--- config.mk ---
export PLATFORM = sky130hd
export DESIGN_NAME = i2s_receiver
export DESIGN_NICKNAME = d
export VERILOG_FILES = /design/src/rtl/i2s_receiver.sv
export SDC_FILE = /design/constraint.sdc
export NUM_CORES = 1
export LEC_CHECK = 0
export BUFFER_PORTS_ARGS = -buffer_cell sky130_fd_sc_hd__buf_2
export CAP_MARGIN = 20
export CORE_ASPECT_RATIO = 0.7
export CORE_MARGIN = 8
export CORE_UTILIZATION = 40
export DETAILED_ROUTE_END_ITERATION = 7
export GPL_TIMING_DRIVEN = 0
export PLACE_DENSITY_LB_ADDON = 0.12
export SYNTH_ARGS = -nofsm -noshare
export SYNTH_HDL_FRONTEND = slang
export SYNTH_SLANG_ARGS = --single-unit
--- constraint.sdc ---
create_clock -name clk_25mhz -period 1.8 [get_ports clk_25mhz]
set_input_delay 0.18 -clock clk_25mhz [delete_from_list [all_inputs] [get_ports clk_25mhz]]
set_output_delay 0.18 -clock clk_25mhz [all_outputs]
set_load 0.05 [all_outputs]
--- src/rtl/i2s_receiver.sv ---
// Standard I2S (Philips) receiver: oversamples bclk/lrclk/din in the clk_25mhz domain and
// presents stereo pairs on valid/ready. Optional frame_error output: define I2S_RX_FRAME_ERR_EN.
module i2s_receiver #(
    parameter int SAMPLE_WIDTH = 16,
    parameter int SYNC_STAGES  = 2
) (
    input  logic                    clk_25mhz,
    input  logic                    reset,
    input  logic                    audio_bclk,
    input  logic                    audio_lrclk,
    input  logic                    audio_din,
    output logic [SAMPLE_WIDTH-1:0] sample_left,
    output logic [SAMPLE_WIDTH-1:0] sample_right,
    output logic                    sample_valid,
    input  logic                    sample_ready,
    output logic                    overrun
`ifdef I2S_RX_FRAME_ERR_EN
    ,
    output logic                    frame_error
`endif
);

    localparam int          CNT_W     = 6;
    localparam int          IDX_W     = (SAMPLE_WIDTH > 1) ? $clog2(SAMPLE_WIDTH) : 1;
    localparam logic [CNT_W-1:0] CNT_MAX   = 6'd63;
    localparam logic [CNT_W-1:0] WIDTH_CNT = CNT_W'(SAMPLE_WIDTH);

    typedef enum logic [1:0] {
        SYNC_WAIT = 2'd0,
        LEFT      = 2'd1,
        RIGHT     = 2'd2
    } state_t;

    state_t state, state_next;

    logic [SYNC_STAGES-1:0]  bclk_sync, lrclk_sync, din_sync;
    logic                    bclk_prev;
    logic                    last_lr;
    logic                    bclk_cur, lr_cur, din_cur;
    logic                    tick, boundary;

    logic [SAMPLE_WIDTH-1:0] shift_reg;
    logic [SAMPLE_WIDTH-1:0] word_app;
    logic [SAMPLE_WIDTH-1:0] left_hold;
    logic [CNT_W-1:0]        bit_cnt;
    logic [CNT_W-1:0]        cnt_app;
    logic [IDX_W-1:0]        msb_idx;
    logic                    slot_full;

    logic                    left_done, pair_done, pair_load;

    assign bclk_cur = bclk_sync[SYNC_STAGES-1];
    assign lr_cur   = lrclk_sync[SYNC_STAGES-1];
    assign din_cur  = din_sync[SYNC_STAGES-1];
    assign tick     = bclk_cur & ~bclk_prev;
    assign boundary = tick & (lr_cur != last_lr);

    // Bits are written MSB-down, so a short slot leaves its unfilled LSBs at zero.
    assign slot_full = (bit_cnt >= WIDTH_CNT);
    assign msb_idx   = IDX_W'(SAMPLE_WIDTH - 1 - int'(bit_cnt));
    assign cnt_app   = (bit_cnt == CNT_MAX) ? CNT_MAX : bit_cnt + 6'd1;

    // NOTE: every signal written in always_comb gets a default first, so no latch is inferred.
    always_comb begin
        word_app = shift_reg;
        if (!slot_full) begin
            word_app[msb_idx] = din_cur;
        end
    end

    always_comb begin
        state_next = state;
        left_done  = 1'b0;
        pair_done  = 1'b0;
        if (boundary) begin
            case (state)
                SYNC_WAIT: if (!lr_cur) state_next = LEFT;
                LEFT: begin
                    if (lr_cur) begin
                        state_next = RIGHT;
                        left_done  = 1'b1;
                    end
                end
                RIGHT: begin
                    if (!lr_cur) begin
                        state_next = LEFT;
                        pair_done  = 1'b1;
                    end
                end
                default: state_next = SYNC_WAIT;
            endcase
        end
    end

    // A completed pair is only taken when the output slot is free or being emptied this cycle.
    assign pair_load = pair_done & (~sample_valid | sample_ready);

    // NOTE: sequential state uses non-blocking assignments so every flop samples pre-edge values.
    always_ff @(posedge clk_25mhz) begin
        if (reset) begin
            state <= SYNC_WAIT;
        end else begin
            state <= state_next;
        end
    end

    always_ff @(posedge clk_25mhz) begin
        if (reset) begin
            bclk_sync  <= '0;
            lrclk_sync <= '0;
            din_sync   <= '0;
            bclk_prev  <= 1'b0;
            last_lr    <= 1'b0;
        end else begin
            bclk_sync  <= {bclk_sync[SYNC_STAGES-2:0], audio_bclk};
            lrclk_sync <= {lrclk_sync[SYNC_STAGES-2:0], audio_lrclk};
            din_sync   <= {din_sync[SYNC_STAGES-2:0], audio_din};
            bclk_prev  <= bclk_cur;
            if (tick) begin
                last_lr <= lr_cur;
            end
        end
    end

    // NOTE: the holding and output registers are plain flops, not a memory, so all take the reset.
    always_ff @(posedge clk_25mhz) begin
        if (reset) begin
            shift_reg    <= '0;
            bit_cnt      <= '0;
            left_hold    <= '0;
            sample_left  <= '0;
            sample_right <= '0;
            sample_valid <= 1'b0;
            overrun      <= 1'b0;
        end else begin
            if (tick) begin
                if (boundary || state == SYNC_WAIT) begin
                    shift_reg <= '0;
                    bit_cnt   <= '0;
                end else begin
                    shift_reg <= word_app;
                    bit_cnt   <= cnt_app;
                end
            end

            if (left_done) begin
                left_hold <= word_app;
            end

            if (pair_load) begin
                sample_left  <= left_hold;
                sample_right <= word_app;
                sample_valid <= 1'b1;
            end else if (sample_valid && sample_ready) begin
                sample_valid <= 1'b0;
            end

            if (pair_done && !pair_load) begin
                overrun <= 1'b1;
            end
        end
    end

`ifdef I2S_RX_FRAME_ERR_EN
    logic [CNT_W-1:0] left_cnt;
    logic             slot_err;

    // Slot lengths must match, cover the kept width, and not run into counter saturation.
    assign slot_err = (left_cnt != cnt_app)
                    | (left_cnt < WIDTH_CNT) | (cnt_app < WIDTH_CNT)
                    | (left_cnt == CNT_MAX)  | (cnt_app == CNT_MAX);

    always_ff @(posedge clk_25mhz) begin
        if (reset) begin
            left_cnt    <= '0;
            frame_error <= 1'b0;
        end else begin
            if (left_done) begin
                left_cnt <= cnt_app;
            end
            frame_error <= pair_done & slot_err;
        end
    end
`endif

endmodule

# After elaboration in Yosys (flattened, before gate mapping)
# Index checks and enable logic that the tools add are counted.
# totals
ff_bits,82
input_bits,6
out_inout_bits,34
# op_classes
n_reduce_logical,9
eq_ne,6
n_lt_le_gt_ge,3
bitwise_logic,6
addsub,2
n_mux,18
# ops
op,count
16-bit two-way mux,2
16-bit bitwise mux,1
6-bit two-way mux,2
1-bit two-way mux,9
6-bit by 1-bit adder with 6-bit output (second input constant),1
6-bit == test (second input constant),1
6-bit by 5-bit greater-or-equal comparator with 1-bit output (second input constant),1
4-bit by 5-bit < comparator with 1-bit output (second input constant),1
1-bit demux with 4-bit select,1
4-bit by 1-bit greater-or-equal comparator with 1-bit output (second input constant),1
2-bit two-way mux,2
2-bit inequality test (second input constant),2
2-bit one-hot mux with 2 select lines,1
4-bit subtractor (first input constant),1
1-bit bitwise AND,3
1-bit logical AND,3
3-bit AND reduction,1
2-bit by 1-bit == test with 1-bit output (second input constant),1
2-bit == test (second input constant),1
2-bit logical NOT,1
1-bit NOT,2
2-bit nonzero test,1
2-bit OR reduction,1
1-bit logical NOT,1
other kinds (3),3

# Logic depth before layout (Yosys ltp)
# Gate-level depths: netlist of the first run.
# logic_depth
word_depth,8
mapped_depth,6
ltp_nobuf,5

# Worst setup path after synthesis of the first run
# OpenSTA, ideal clock, no wires.
# synth_timing
path_kind,reg-to-reg
from,register sample_valid
to,register sample_right[10]
arrival_time_ns,1.504
n_path_buf,2
path_slack_ns,0.210
stages_incl_launch_ff,6
setup_ns,0.086
cell_sequence,dfxtp_1 > nand2b_1 > and4b_1 > buf_6 > buf_4 > a211oi_1
# synth_via
elab_chain_cells,3
# synth_rtl
item,line_no,text
from (decl),14,"output logic sample_valid,"
from (signal assigned),133,sample_valid <= 1'b0;
from (signal assigned),153,sample_valid <= 1'b1;
from (signal assigned),155,sample_valid <= 1'b0;
1-bit NOT,96,assign pair_load = pair_done & (~sample_valid | sample_ready);
1-bit OR,96,
1-bit bitwise AND,96,
to (signal assigned),152,sample_right <= word_app;
to (decl),13,"output logic [SAMPLE_WIDTH-1:0] sample_right,"
# Every way passes these cells.
# A chain may end at the register's enable or synchronous reset.

# Final worst setup path of the first run
# layout_timing
from,register lrclk_sync[1]
to,register shift_reg[7]
# layout_via
elab_chain_cells,4
# layout_rtl
item,line_no,text
from (decl),36,"logic [SYNC_STAGES-1:0] bclk_sync, lrclk_sync, din_sync;"
from (signal assigned),116,"lrclk_sync <= {lrclk_sync[SYNC_STAGES-2:0], audio_lrclk};"
1-bit inequality test,56,assign boundary = tick & (lr_cur != last_lr);
1-bit bitwise AND,56,
1-bit logical OR,137,if (boundary || state == SYNC_WAIT) begin
16-bit two-way mux,137,
to (signal assigned),141,shift_reg <= word_app;
to (decl),42,logic [SAMPLE_WIDTH-1:0] shift_reg;
# Every way passes these cells.

==> impl_metrics.env, run 1 <==
export IMPL_fill_cells=841
export IMPL_endpoint_kind="register"
export IMPL_status="finished clean"
export IMPL_async_flop_share=0
export IMPL_die_x_um=128
export IMPL_fin_setup_tns_ns=0
export IMPL_setup_violations=0
export IMPL_io_pins=40
export IMPL_clock_skew_ns=0.00814
export IMPL_synth_top_flop_cell="dfxtp_1"
export IMPL_yosysMostFrequentCell="dfxtp_1"
export IMPL_ys_seq_elements=82
export IMPL_place_gp_congestion=0.833
export IMPL_synth_top_area_cell="dfxtp_1"
export IMPL_synth_area_top_cells="dfxtp_1, a21oi_1, a211oi_1, nand2_1, mux2i_1"
export IMPL_syn_avg_cell_area_um2=9.09
export IMPL_gr_total_overflow=0
export IMPL_insertion_delay_ns=0.33
export IMPL_drc=0
export IMPL_synthCells=386
export IMPL_cts_tree="built"
export IMPL_peakVddDrop_v=0.000547
export IMPL_post_drt_wl_per_cell_um=15.3
export IMPL_worstSetupStartpointType="register"
export IMPL_required_ns=2.02
export IMPL_synth_warning_count=0
export IMPL_synth_area_mm2=0.00351
export IMPL_maxCapViolCount=0
export IMPL_cts_path_max_buffers=2
export IMPL_maxSlewViolCount=0
export IMPL_diodes=0
export IMPL_finalPower_uw=3840
export IMPL_powerDensity_mw_per_mm2=919
export IMPL_r2r_cells=5
export IMPL_fmax_ghz=0.606
export IMPL_pre_cts_ws_ns=-0.0876
export IMPL_synth_top_area_frac=0.468
export IMPL_dp_hpwl_mm=6.34
export IMPL_synth_edf_count=0
export IMPL_tightest_slew_ns=0.648
export IMPL_wirelength_mm=8.60
export IMPL_crit_slowest_cell="dfxtp_1"
export IMPL_antenna_found_initial=0
export IMPL_top_layer="met4"
export IMPL_fp_coreArea_mm2=0.00848
export IMPL_vias=2898
export IMPL_finalCriticalPeriod_ns=1.65
export IMPL_crit_type="reg2reg"
export IMPL_hold_viol_final=0
export IMPL_dpl_cell_count=544
export IMPL_worstReg2RegEnd="shift_reg[7]"
export IMPL_synthTopCellsByCount="dfxtp_1, nand2_1, a21oi_1"
export IMPL_multi_input_area_mm2=0.00168
export IMPL_grt_first_pass_wirelength_mm=14.3
export IMPL_cp_arrival_ns=1.87
export IMPL_critPathBufInv=1
export IMPL_path_clk_slew_ns=0.06
export IMPL_ant_nets=0
export IMPL_via_per_inst=5.17
export IMPL_syn_to_final_growth_pct=19.2
export IMPL_crit_chain="xor2_1 -> nor2_2 -> nand3_2 -> buf_2 -> o32ai_1"
export IMPL_cts_hold_buf=0
export IMPL_hp_start="audio_bclk"
export IMPL_hold_path_class="in2reg"
export IMPL_numClockSinks=82
export IMPL_rrSetupSlack_ns=0.15
export IMPL_grt_start_max_net_pins=14
export IMPL_max_stage_delay_ns=0.46
export IMPL_whs_endpoint="bclk_sync[0]"
export IMPL_drive_above_1_share=0.202
export IMPL_placementRows=28
export IMPL_max_slew_margin=0.568
export IMPL_htreeDepth=3
export IMPL_grt_total_usage=0.151
export IMPL_fin_crit_sh=0.917
export IMPL_dieArea_mm2=0.0121
export IMPL_syn_num_nets=399
export IMPL_wl_met2_mm=3.53
export IMPL_hold_depth=2
export IMPL_layout_setup_ws_ns=0.149
export IMPL_grt_pass1_vias=2772
export IMPL_regArea_mm2=0.00164
export IMPL_die_y_um=94.3
export IMPL_clockRootBuffer="clkbuf_16"
export IMPL_r2r_start="lrclk_sync[1]"
export IMPL_instances_no_fill=561
export IMPL_start_util=0.414
export IMPL_cts_buffers=9
export IMPL_path_max_fanout=10
export IMPL_nNetsFinal=449
export IMPL_drt_met1_wl_mm=4.55
export IMPL_leakagePower_uw=0.00161
export IMPL_ys_types=39
export IMPL_port_buffers=38
export IMPL_wl_met3_um=415
export IMPL_critPathTopFamily="flip-flops"
export IMPL_drt_iter0_drc=219
export IMPL_first_pass_iters=4
export IMPL_grt_setup_unrepaired="false"
export IMPL_ys_seq_area_frac=0.468
repair_timing:
| action | CTS | global route |
|---|---|---|
| gates cloned | 0 | 0 |
| pin swaps | 0 | 1 |
| endpoints found under the setup margin | 2 | 12 |
| setup buffers | 0 | 2 |
| resized for setup | 2 | 1 |
layout make-up:
cell class                      instances  area share
Buffer                                 34      0.0404
Clock buffer                           13      0.0647
Clock inverter                          3      0.0111
Inverter                                3     0.00269
Multi-Input combinational cell        266       0.403
Sequential cell                        82       0.393
Tap cell                              120      0.0359
Timing Repair Buffer                   40      0.0491
cells by family after synthesis:
group / Yosys count / synth area share
buf+inv: 38 / 0.0524
compound gates: 102 / 0.199
flops: 82 / 0.468
mux: 16 / 0.0457
simple gates: 140 / 0.208
xor+xnor: 1 / 0.00250
fa+ha+maj: 7 / 0.0250
report_power, final:
part | internal (uW) | switching (uW)
clock network | 1190 | 724
registers | 1820 | 4.38
logic | 29.6 | 67.8
total | 3040 | 796
layer usage:
| layer | GRT usage | up-vias |
|---|---|---|
| li1 | - | 1470 |
| met4 | 0.0483 | 0 |
| met3 | 0.0411 | 10 |
| met2 | 0.210 | 59 |
| met1 | 0.219 | 1359 |
| met5 | 0 | - |
stage by stage:
stage	util	hold WS, ns	instance area (um^2)
final	0.493	0.0540	4180
after global routing	0.493	0.0698	4180
after CTS	0.491	0.0408	4170
after detailed placement	0.454	0.396	3850
after global placement	0.454	0.389	3850
after floorplan	-	0.308	3510
layout by cell type, fill, tap and decap left out, types with 8 or more instances in the layout:
master | Yosys | layout
o32ai_1 | 16 | 16
clkbuf_1 | 17 | 17
clkbuf_16 | 0 | 9
nor2_1 | 37 | 37
a211oi_1 | 29 | 29
buf_2 | 12 | 50
nand2b_1 | 18 | 18
dfxtp_1 | 82 | 80
nor2b_1 | 8 | 8
mux2i_1 | 16 | 16
a21oi_1 | 44 | 44
nand2_1 | 50 | 50
how the worst max path moves through the flow:
stage	from	endpoint	depth (start not counted)
after detailed placement	bit_cnt[0]	sample_right[0]	6
after global routing	din_sync[1]	sample_right[7]	4
final	lrclk_sync[1]	shift_reg[7]	5
after global placement	bit_cnt[1]	sample_right[0]	6
after CTS	bit_cnt[1]	sample_right[0]	6
after floorplan	sample_valid	sample_right[10]	5
worst reg2reg max path, stage by stage, from the launching register on:
cell and delay (ns):
dfxtp_1 0.46, xor2_1 0.12, nor2_2 0.24, nand3_2 0.19
buf_2 0.25, o32ai_1 0.28
No activity file was read; power rests on OpenSTA's default activity.
==> inputs of run 2 (changes only) <==
--- a/config.mk
+++ b/config.mk
@@ -11,7 +11,6 @@
 export CORE_MARGIN = 8
 export CORE_UTILIZATION = 40
 export DETAILED_ROUTE_END_ITERATION = 7
-export GPL_TIMING_DRIVEN = 0
 export PLACE_DENSITY_LB_ADDON = 0.12
 export SYNTH_ARGS = -nofsm -noshare
 export SYNTH_HDL_FRONTEND = slang
==> run 2 against run 1 <==
Effect of this change: register-to-register slack about the same; highest routed layer unchanged; die area unchanged; critical path type unchanged; global-route usage decreased by 1.8 points; non-clock buffer count decreased by 22; combinational power decreased by 7.8%; clock power decreased by 17%; core utilization decreased by 1.3 points; critical path depth decreased by 1.
==> impl_metrics.env, run 2 (synthesis results as in run 1) <==
export IMPL_dieArea_mm2=0.0121
export IMPL_critPathBufInv=0
export IMPL_regArea_mm2=0.00164
export IMPL_via_per_inst=5.13
export IMPL_htreeDepth=3
export IMPL_hold_viol_final=0
export IMPL_grt_total_usage=0.133
export IMPL_crit_type="reg2reg"
export IMPL_grt_pass1_vias=2572
export IMPL_cts_path_max_buffers=2
export IMPL_diodes=0
export IMPL_max_slew_margin=0.704
export IMPL_crit_slowest_cell="dfxtp_1"
export IMPL_max_stage_delay_ns=0.59
export IMPL_post_cts_buffers=0
export IMPL_cts_buffers=9
export IMPL_status="finished clean"
export IMPL_antenna_found_initial=0
export IMPL_endpoint_kind="register"
export IMPL_syn_to_final_growth_pct=16.0
export IMPL_path_max_fanout=10
export IMPL_io_pins=40
export IMPL_maxCapViolCount=0
export IMPL_cts_resized=0
export IMPL_peakVddDrop_v=0.000580
export IMPL_tightest_slew_ns=0.443
export IMPL_maxSlewViolCount=0
export IMPL_grt_setup_unrepaired="false"
export IMPL_drc=0
export IMPL_fill_cells=862
export IMPL_crit_chain="nor4b_4 -> nand2_1 -> mux2i_1 -> a211oi_1"
export IMPL_path_clk_slew_ns=0.06
export IMPL_cp_arrival_ns=1.84
export IMPL_powerDensity_mw_per_mm2=863
export IMPL_mostFrequentLayoutCells="dfxtp_1, nand2_1, a21oi_1"
export IMPL_gr_total_overflow=0
export IMPL_clockRootBuffer="clkbuf_16"
export IMPL_grt_start_max_net_pins=99
export IMPL_dp_hpwl_mm=5.14
export IMPL_hold_path_class="in2reg"
export IMPL_die_y_um=94.3
export IMPL_post_drt_wl_per_cell_um=14.3
export IMPL_port_buffers=39
export IMPL_drive_above_1_share=0.189
export IMPL_whs_ns=0.0571
export IMPL_first_pass_iters=4
export IMPL_ant_nets=0
export IMPL_numClockSinks=82
export IMPL_required_ns=2.00
export IMPL_cts_tree="built"
export IMPL_nNetsFinal=427
export IMPL_worstSetupStartpointType="register"
export IMPL_multi_input_area_mm2=0.00168
export IMPL_leakagePower_uw=0.00154
export IMPL_die_x_um=128
export IMPL_wirelength_mm=7.70
export IMPL_clock_skew_ns=0.00431
export IMPL_fin_setup_tns_ns=0
export IMPL_start_util=0.414
export IMPL_layout_commonest_cell="dfxtp_1"
export IMPL_place_gp_congestion=0.830
export IMPL_fmax_ghz=0.610
export IMPL_finalCriticalPeriod_ns=1.64
export IMPL_placementRows=28
export IMPL_fin_crit_sh=0.911
export IMPL_drt_iter0_drc=229
export IMPL_setup_violations=0
export IMPL_vias=2757
export IMPL_insertion_delay_ns=0.33
export IMPL_grt_first_pass_wirelength_mm=13.0
export IMPL_fp_coreArea_mm2=0.00848
export IMPL_critPathTopFamily="flip-flops"
export IMPL_cts_hold_buf=0
## run 2: cell types whose count changed in the layout (fill, tap and decap cells not counted), moves of 2 or more
cell	change
buf_2	-11
clkbuf_1	-15
buf_6	-2
buf_12	+3
clkbuf_8	-3
clkinv_2	+2
buf_4	+5
## run 2: report_power, final
part           leakage [uW]  internal (uW)  switching (uW)
sequential         0.000662           1820            4.98
clock              0.000125            916             678
combinational      0.000755           32.4            57.5
total               0.00154           2770             740
## run 2: cell type report
| cell class | count | share of cell area |
|---|---|---|
| multi-input cells | 266 | 0.413 |
| flip-flops and latches | 82 | 0.404 |
| repair buffers | 52 | 0.0812 |
| clock buffers | 11 | 0.0572 |
| well taps | 120 | 0.0369 |
| clock inverters | 3 | 0.00461 |
| inverters | 3 | 0.00277 |
## run 2: path summary, 6_finish.rpt
check                                 start               to  slack (ns)  depth (start not counted)
worst min-delay path             audio_bclk     bclk_sync[0]        0.06                          2
worst max register to register   bit_cnt[3]  sample_right[7]        0.16                          4
worst max-delay path             bit_cnt[3]  sample_right[7]        0.16                          4
worst min register to register  din_sync[0]      din_sync[1]        0.44                          1
## run 2: routing by layer
metal | share of wire | vias to the layer above | wire length, um | global-route usage
met4 | 0.012 | 0 | 89 | 0.0414
met2 | 0.44 | 38 | 3360 | 0.199
met3 | 0.041 | 10 | 315 | 0.0445
met5 | 0 | - | 0 | 0
li1 | - | 1420 | - | -
met1 | 0.51 | 1289 | 3930 | 0.178
## run 2: through the flow
stage | worst slack, ns | total power [uW] | utilization | instances | cell area (um^2)
after floorplan | 0.210 | 1930 | - | 386 | 3510
after global placement | 0.117 | 1960 | 0.450 | 523 | 3810
after detailed placement | 0.132 | 1960 | 0.450 | 523 | 3810
after CTS | 0.125 | 3560 | 0.480 | 537 | 4070
after global routing | 0.00225 | 3650 | 0.480 | 537 | 4070
final | 0.161 | 3510 | 0.480 | 537 | 4070
==> inputs of run 3 (changes only) <==
--- a/config.mk
+++ b/config.mk
@@ -7,8 +7,7 @@
 export LEC_CHECK = 0
 export BUFFER_PORTS_ARGS = -buffer_cell sky130_fd_sc_hd__buf_2
 export CAP_MARGIN = 20
-export CORE_ASPECT_RATIO = 0.7
-export CORE_MARGIN = 8
+export CORE_ASPECT_RATIO = 2
 export CORE_UTILIZATION = 40
 export DETAILED_ROUTE_END_ITERATION = 7
 export PLACE_DENSITY_LB_ADDON = 0.12
==> run 3 against run 2 <==
Effect of this change: sequential share of layout area is 0.25 points lower; clock skew is 0.0030 ns higher; setup slack better by 0.020 ns; fmax is 1.3% higher; routed wire length is 0.30% higher; core utilization is 0.32 points lower; via count is 0.98% higher; non-clock buffer count stayed put; first-iteration DRC count is 29% lower; clock power is 6% higher; critical endpoint is now left_hold[6].
==> impl_metrics.env, run 3 (synthesis results as in run 1) <==
export IMPL_post_drt_wl_per_cell_um=14.9
export IMPL_whs_endpoint="lrclk_sync[0]"
export IMPL_fin_setup_tns_ns=0
export IMPL_crit_slowest_cell="dfxtp_1"
export IMPL_crit_type="reg2reg"
export IMPL_worstReg2RegEnd="left_hold[6]"
export IMPL_grt_start_max_net_pins=61
export IMPL_max_stage_delay_ns=0.59
export IMPL_io_pins=40
export IMPL_grt_setup_unrepaired="false"
export IMPL_maxCapViolCount=0
export IMPL_grt_use_met2=0.320
export IMPL_fmax_ghz=0.618
export IMPL_clockRootBuffer="clkbuf_16"
export IMPL_required_ns=2.02
export IMPL_grt_busiest_layer="met2"
export IMPL_setup_violations=0
export IMPL_path_clk_slew_ns=0.07
export IMPL_r2r_start="bit_cnt[3]"
export IMPL_grt_pass1_vias=2684
export IMPL_cts_tree="built"
export IMPL_dieArea_mm2=0.00917
export IMPL_insertion_delay_ns=0.34
export IMPL_peakVddDrop_v=0.000621
export IMPL_hold_viol_final=0
export IMPL_die_x_um=68.2
export IMPL_finalPower_uw=3610
export IMPL_drt_iter0_drc=162
export IMPL_fin_crit_sh=0.899
export IMPL_max_slew_margin=0.710
export IMPL_first_pass_iters=4
export IMPL_grt_use_met3=0.0468
export IMPL_status="finished clean"
export IMPL_maxSlewViolCount=0
export IMPL_gr_total_overflow=0
export IMPL_numClockSinks=82
export IMPL_cts_buffers=9
export IMPL_drive_above_1_share=0.200
export IMPL_antenna_found_initial=0
export IMPL_path_max_fanout=10
export IMPL_diodes=0
export IMPL_cts_path_max_buffers=2
export IMPL_grt_total_usage=0.187
export IMPL_finalCriticalPeriod_ns=1.62
export IMPL_hold_depth=2
export IMPL_nNetsFinal=427
export IMPL_endpoint_kind="register"
export IMPL_mostFrequentLayoutCells="dfxtp_1, nand2_1, a21oi_1"
export IMPL_via_per_inst=5.36
export IMPL_place_gp_congestion=0.777
export IMPL_htreeDepth=3
export IMPL_clock_skew_ns=0.00732
export IMPL_die_y_um=134
export IMPL_tightest_slew_ns=0.435
export IMPL_r2r_cells=4
export IMPL_cp_arrival_ns=1.84
export IMPL_crit_chain="nor4b_4 -> nand2_1 -> mux2i_1 -> a211oi_1"
export IMPL_ant_nets=0
export IMPL_worstSetupStartpointType="register"
export IMPL_wirelength_mm=7.72
export IMPL_placementRows=48
export IMPL_hp_start="audio_lrclk"
export IMPL_start_util=0.408
export IMPL_grt_first_pass_wirelength_mm=12.8
export IMPL_post_cts_buffers=0
export IMPL_powerDensity_mw_per_mm2=882
export IMPL_vias=2784
export IMPL_hold_path_class="in2reg"
export IMPL_layout_commonest_cell="dfxtp_1"
export IMPL_port_buffers=39
export IMPL_drc=0
export IMPL_leakagePower_uw=0.00155
export IMPL_rrSetupSlack_ns=0.18
export IMPL_met1_usage=0.208
export IMPL_dp_hpwl_mm=5.25
export IMPL_syn_to_final_growth_pct=16.7
export IMPL_fp_coreArea_mm2=0.00859
[run 3: metal layers]
metal,share of wire,vias to the layer above,wire length (um)
met3,0.029,9,224
met5,0,-,0
met4,0.019,0,150
met2,0.51,50,3970
li1,-,1427,-
met1,0.44,1298,3380
[run 3: worst max-delay path by stage]
stage,startpoint,end,cells past startpoint
after floorplan,sample_valid,sample_right[10],5
final,bit_cnt[3],left_hold[6],4
after global routing,bit_cnt[3],sample_right[6],4
after CTS,bit_cnt[2],left_hold[9],4
after detailed placement,bit_cnt[2],left_hold[9],4
after global placement,bit_cnt[2],left_hold[9],4
[run 3: critical path: cells and delay by family, from the launching register on]
family,cells,cell delay (ns)
muxes,1,0.29
and+or+nand+nor,2,0.50
DFF,1,0.59
AOI/OAI and AO/OA,1,0.12
[run 3: layout make-up]
| class | instances | area [um^2] |
|---|---|---|
| multi-input cells | 266 | 1690 |
| fillers | 849 | 4500 |
| well taps | 100 | 125 |
| clock buffers | 9 | 225 |
| repair buffers | 52 | 343 |
| flip-flops and latches | 82 | 1640 |
| clock inverters | 7 | 53.8 |
| inverters | 3 | 11.3 |
[run 3: per-stage QoR]
stage	setup slack [ns]	instances	util	hold WS, ns	cell area (um^2)
floorplan	0.210	386	-	0.308	3510
global placement	0.147	503	0.443	0.392	3800
detailed placement	0.0959	503	0.443	0.401	3800
CTS	0.0906	519	0.475	0.0411	4080
global route	0.0409	519	0.477	0.0485	4090
finish	0.181	519	0.477	0.0508	4090
[run 3: what timing repair did]
action	in CTS	in global routing
hold buffers	0	0
resized for setup	0	3
setup endpoints to repair	0	4
[run 3: power by group]
part	total (uW)	internal [uW]	leakage [uW]	switching, uW
logic	89.5	34.4	0.000758	55.1
registers	1830	1820	0.000662	6.79
clock network	1690	939	0.000128	753
